$ cat src/rtl/seg_scan_ctrl.sv
// Avalon-MM driven 4-digit seven-segment scanner with per-digit blanking and guard gaps.
// Outputs registered (one edge after a state decision); no backpressure, every access completes in one cycle.
module seg_scan_ctrl #(
    parameter int          GUARD_CYCLES = 2,
    parameter logic [15:0] PERIOD_RST   = 16'd50000
) (
    input  logic        clk,
    input  logic        reset,
    input  logic [1:0]  address,
    input  logic        chipselect,
    input  logic        write,
    input  logic [31:0] writedata,
    output logic [31:0] readdata,
    output logic [6:0]  segs,
    output logic [3:0]  an
);

    typedef enum logic [1:0] {
        IDLE  = 2'd0,
        DWELL = 2'd1,
        GUARD = 2'd2
    } state_t;

    localparam logic [15:0] GUARD_LEN = 16'(GUARD_CYCLES);

    logic [15:0] digits;
    logic        ctrl_en;
    logic [3:0]  blank_mask;
    logic [15:0] period;

    state_t      state, state_nxt;
    logic [1:0]  index, index_nxt;
    logic [15:0] dwell_cnt, dwell_nxt;
    logic [15:0] guard_cnt, guard_nxt;
    logic [15:0] dwell_load;
    logic [3:0]  an_nxt;
    logic [6:0]  segs_nxt;
    logic [3:0]  nibble;
    logic        unused_wd;

    assign unused_wd = ^{writedata[31:16], writedata[3:1]};

    function automatic logic [6:0] hex7(input logic [3:0] v);
        logic [6:0] s;
        case (v)
            4'h0: s = 7'h40;
            4'h1: s = 7'h79;
            4'h2: s = 7'h24;
            4'h3: s = 7'h30;
            4'h4: s = 7'h19;
            4'h5: s = 7'h12;
            4'h6: s = 7'h02;
            4'h7: s = 7'h78;
            4'h8: s = 7'h00;
            4'h9: s = 7'h10;
            4'hA: s = 7'h08;
            4'hB: s = 7'h03;
            4'hC: s = 7'h46;
            4'hD: s = 7'h21;
            4'hE: s = 7'h06;
            default: s = 7'h0E;
        endcase
        return s;
    endfunction

    // Register file; address 3 is read-only status so writes there fall through.
    always_ff @(posedge clk or posedge reset) begin
        if (reset) begin
            digits     <= 16'h0000;
            ctrl_en    <= 1'b0;
            blank_mask <= 4'h0;
            period     <= PERIOD_RST;
        end else if (chipselect && write) begin
            case (address)
                2'd0: digits <= writedata[15:0];
                2'd1: begin
                    ctrl_en    <= writedata[0];
                    blank_mask <= writedata[7:4];
                end
                2'd2: period <= writedata[15:0];
                default: ;
            endcase
        end
    end

    always_comb begin
        readdata = 32'h0;
        if (chipselect) begin
            case (address)
                2'd0:    readdata = {16'h0, digits};
                2'd1:    readdata = {24'h0, blank_mask, 3'b000, ctrl_en};
                2'd2:    readdata = {16'h0, period};
                default: readdata = {29'h0, (state != IDLE), index};
            endcase
        end
    end

    // A zero period still shows each digit for one cycle.
    assign dwell_load = (period == 16'h0) ? 16'd1 : period;

    always_comb begin
        state_nxt = state;
        index_nxt = index;
        dwell_nxt = dwell_cnt;
        guard_nxt = guard_cnt;
        case (state)
            IDLE: begin
                index_nxt = 2'd0;
                if (ctrl_en) begin
                    state_nxt = DWELL;
                    dwell_nxt = dwell_load;
                end
            end
            DWELL: begin
                if (!ctrl_en) begin
                    state_nxt = IDLE;
                    index_nxt = 2'd0;
                end else if (dwell_cnt <= 16'd1) begin
                    if (GUARD_CYCLES > 0) begin
                        state_nxt = GUARD;
                        guard_nxt = GUARD_LEN;
                    end else begin
                        index_nxt = index + 2'd1;
                        dwell_nxt = dwell_load;
                    end
                end else begin
                    dwell_nxt = dwell_cnt - 16'd1;
                end
            end
            GUARD: begin
                if (!ctrl_en) begin
                    state_nxt = IDLE;
                    index_nxt = 2'd0;
                end else if (guard_cnt <= 16'd1) begin
                    state_nxt = DWELL;
                    index_nxt = index + 2'd1;
                    dwell_nxt = dwell_load;
                end else begin
                    guard_nxt = guard_cnt - 16'd1;
                end
            end
            default: begin
                state_nxt = IDLE;
                index_nxt = 2'd0;
            end
        endcase
    end

    // Drive outputs from the next state so they switch on the same edge as the state.
    always_comb begin
        an_nxt   = 4'hF;
        segs_nxt = 7'h7F;
        nibble   = digits[{index_nxt, 2'b00} +: 4];
        if (state_nxt == DWELL) begin
            segs_nxt = hex7(nibble);
            if (!blank_mask[index_nxt])
                an_nxt[index_nxt] = 1'b0;
        end
    end

    always_ff @(posedge clk or posedge reset) begin
        if (reset) begin
            state     <= IDLE;
            index     <= 2'd0;
            dwell_cnt <= 16'd0;
            guard_cnt <= 16'd0;
            an        <= 4'hF;
            segs      <= 7'h7F;
        end else begin
            state     <= state_nxt;
            index     <= index_nxt;
            dwell_cnt <= dwell_nxt;
            guard_cnt <= guard_nxt;
            an        <= an_nxt;
            segs      <= segs_nxt;
        end
    end

endmodule
$ cat config.mk
export PLATFORM = sky130hd
export DESIGN_NAME = seg_scan_ctrl
export DESIGN_NICKNAME = d
export VERILOG_FILES = /design/src/rtl/seg_scan_ctrl.sv
export SDC_FILE = /design/constraint.sdc
export NUM_CORES = 1
export LEC_CHECK = 0
export CORE_MARGIN = 3
export CORE_UTILIZATION = 50
export CTS_CLUSTER_SIZE = 24
export DETAILED_ROUTE_END_ITERATION = 8
export HOLD_SLACK_MARGIN = 0.06
export PLACE_DENSITY = 0.86
export SKIP_LAST_GASP = 1
export SYNTH_ARGS = -nofsm -noshare
export SYNTH_HDL_FRONTEND = slang
export SYNTH_SLANG_ARGS = --single-unit
$ cat constraint.sdc
create_clock -name clk -period 4.6 [get_ports clk]
set_clock_uncertainty 0.05 [all_clocks]
set_input_delay 0.92 -clock clk [delete_from_list [all_inputs] [get_ports clk]]
set_output_delay 0.92 -clock clk [all_outputs]
set_load 0.03 [all_outputs]
==> results.toml <==
[status]
status = "complete, no violations"

[yosys]
async_reset_ff_share_pct = 100.0
synth.avg_cell_area_sq_um = 10.06
synth_top_area_share_pct = 34.58
ys_ff_latch = 84
synth_edf_count = 0
ys.flop_type = "dfrtp_1"
synth_cells = 482
yosys_warnings = 0
ys_top_cells_by_area = "dfrtp_1, dfstp_2, mux2_2"
netlist_area_sq_um = 4848
yosysTopAreaCell = "dfrtp_1"
ys_seq_area_share_pct = 43.79
ys_types = 70

[critical_path]
path_cells = "clkdlybuf4s50_1 > mux2i_1 > a22oi_1 > nor2b_1 > clkdlybuf4s50_1"
worstPathArrival_ps = 3080
worst_path_largest_cell_delay_ps = 870
rrSetupSlack_ps = 870
r2r_cells = 12
startpoint_type = "input port"
critical_path_class = "in -> out"
cp_slowest_cell = "clkdlybuf4s50_1"
r2r_end = "segs[3]"
cp_num_cells = 5
crit_family = "buffers and inverters"
cp_common_cell = "clkdlybuf4s50_1"
rr_startpoint = "guard_cnt[8]"
cp-endpoint = "readdata[2]"
critPathBufInv = 2
cp-end-kind = "primary output"
worstPathRequired_ps = 3630
crit_fanout = 13
startpoint = "address[0]"

[timing]
worst_slack_ps = 545.3
fmax_ghz = 0.2466
setup_tns_ps = 0
whs_ps = 459.2
slew_headroom_pct = 47.08
worst_pin_slew_ps = 792.8
period_share_pct = 88.15
finalSetupViolCount = 0
final_max_slew_viol_count = 0
final_hold_viol_count = 0
grt_setup_unrepaired = "no"
timing.final.crit_period_ps = 4055

[power]
p_leak_nw = 2.305
p_sw_share_pct = 41.35
powerDensity_nw_per_um2 = 513.7
ir_worst_vdd_uv = 298.1
p_int_mw = 1.682
power_frac_seq_pct = 44.1
power.share.clock_pct = 16.9
switchingPower_mw = 1.186
p_comb_share_pct = 39.0

[clock_tree]
cts_max_level = 3
clk_latency_ps = 360
post-cts-setup-buffers = 0
clockBufferDepth = 2
cts_hold_buf = 0
cts_tree = "done"
clk_pin_slew_ps = 90
cts_buffers = 9
numClockSinks = 84
cts-root-buf = "clkbuf_8"
cts-resized-gates = 0

[worst_hold_path]
hold_class = "reg -> reg"

[route]
viasPerCell = 5.792
drt_pass1_iterations = 4
drc = 0
num_vias = 3840
wire_per_inst_um = 17.00
drt-initial-drc-count = 266
routed_wl_um = 11270
antenna_left = 0

[floorplanning]
fp.coreArea_sq_um = 9328
num_rows = 35
die_width_um = 104.5
die_h_um = 104.5
fp.dieArea_sq_um = 10910
start_util_pct = 51.98
io_pins = 81

[job]
maxCapViolCount = 0

[layout]
layout_common_cells = "dfrtp_1, clkdlybuf4s50_1, mux2_2"
area_growth_pct = 15.12
final_common_cell = "dfrtp_1"
layout-drive-gt1-share_pct = 18.73
fin_area_sq_um = 5582
fin_nets = 582
stdcell_count = 663
diodes = 0

[global_routing]
gr-total-overflow = 0
grt_max_degree = 46
grt_usage_pct = 21.48
grt_pass1_vias = 3958
antenna_found_initial = 0
grt_pass1_wl_um = 19170

[placed_design]
gp_congestion = 0.8980
hpwl_um = 8184
dpl_worst_slack_ps = 608.4
placed_cells = 647
io_buffers = 48
dpl_cell_area_sq_um = 5409
## how the worst min path moves through the flow
| stage | to | startpoint | slack, ps | cells past startpoint |
|---|---|---|---|---|
| 2_1_floorplan | an[0] | blank_mask[0] | 410 | 1 |
| 3_3_place_gp | an[0] | blank_mask[0] | 450 | 1 |
| 3_5_place_dp | an[0] | blank_mask[0] | 440 | 1 |
| 4_1_cts | an[0] | blank_mask[0] | 460 | 1 |
| 5_1_grt | an[0] | blank_mask[0] | 490 | 1 |
| 6_report | an[0] | blank_mask[0] | 460 | 1 |
## final cells by class
cell class	instances	area, sq um
tap	129	161.4
clock buffer	9	123.9
multi-input combinational	360	2516
timing repair buffer	55	533.0
inverter	19	75.07
sequential	84	2123
clock inverter	7	48.80
fill	728	3746
## synthesized netlist by cell type, types with 9 or more instances
library cell,n
nor2_1,38
dfstp_2,17
dfrtp_1,67
nand2_1,21
o22ai_1,12
nor4_1,9
nor3_1,15
inv_1,17
nand3_1,24
clkbuf_1,13
o21ai_0,27
mux2i_1,21
buf_4,16
mux2_2,39
ha_1,15
a21oi_1,24
## power by group through the flow
stage / Combinational [mW] / Clock [mW] / Sequential (mW)
after floorplan: 0.779 / 0 / 1.27
after CTS: 1.11 / 0.490 / 1.26
after global placement: 1.06 / 0 / 1.26
after global routing: 1.24 / 0.524 / 1.30
after detailed placement: 1.10 / 0 / 1.27
final: 1.12 / 0.484 / 1.26
## sequential cells by signal, indices dropped and copies added (netlist names)
| register | cells |
|---|---|
| dwell_cnt | 16 |
| segs | 7 |
| state | 2 |
| index | 2 |
| digits | 16 |
| period | 16 |
| an | 4 |
| guard_cnt | 16 |
| blank_mask | 4 |
| ctrl_en | 1 |
## stage by stage
step	total power, mW	util, %
after floorplan	2.045	-
after global placement	2.315	57.99
after detailed placement	2.378	57.99
after CTS	2.866	59.84
after global routing	3.067	59.84
final	2.867	59.84
## per-layer routing
metal  GRT usage [%]  vias up  part of all wire (%)
met2           35.52      123                    49
met3           4.097       30                   4.6
met1           27.21     1872                    43
li1                -     1815                     -
met4           9.877        0                   3.3
met5               0        -                     0
## worst register-to-register path, cell delays in order, from the launching register on
cell and delay [ps]:
dfrtp_1 440, or4_4 600, nor4_4 430, a31oi_1 320, nand3_2 230, inv_2 110
mux2i_1 190, mux2i_1 390, inv_1 170, ha_1 340, nand3_1 100, o21ai_0 100
a31oi_1 190
## logic make-up (layout without fill, tap and decap cells)
group,Yosys count,after routing,share of synthesized area [%]
mux,61,61,13.86
flops,84,84,43.79
xor+xnor,11,11,1.987
compound gates,96,96,12.77
simple gates,161,161,18.06
buf+inv,53,90,5.574
other cells,1,16,0.07735
fa+ha+maj,15,15,3.871
No activity file was read; power rests on OpenSTA's default activity.
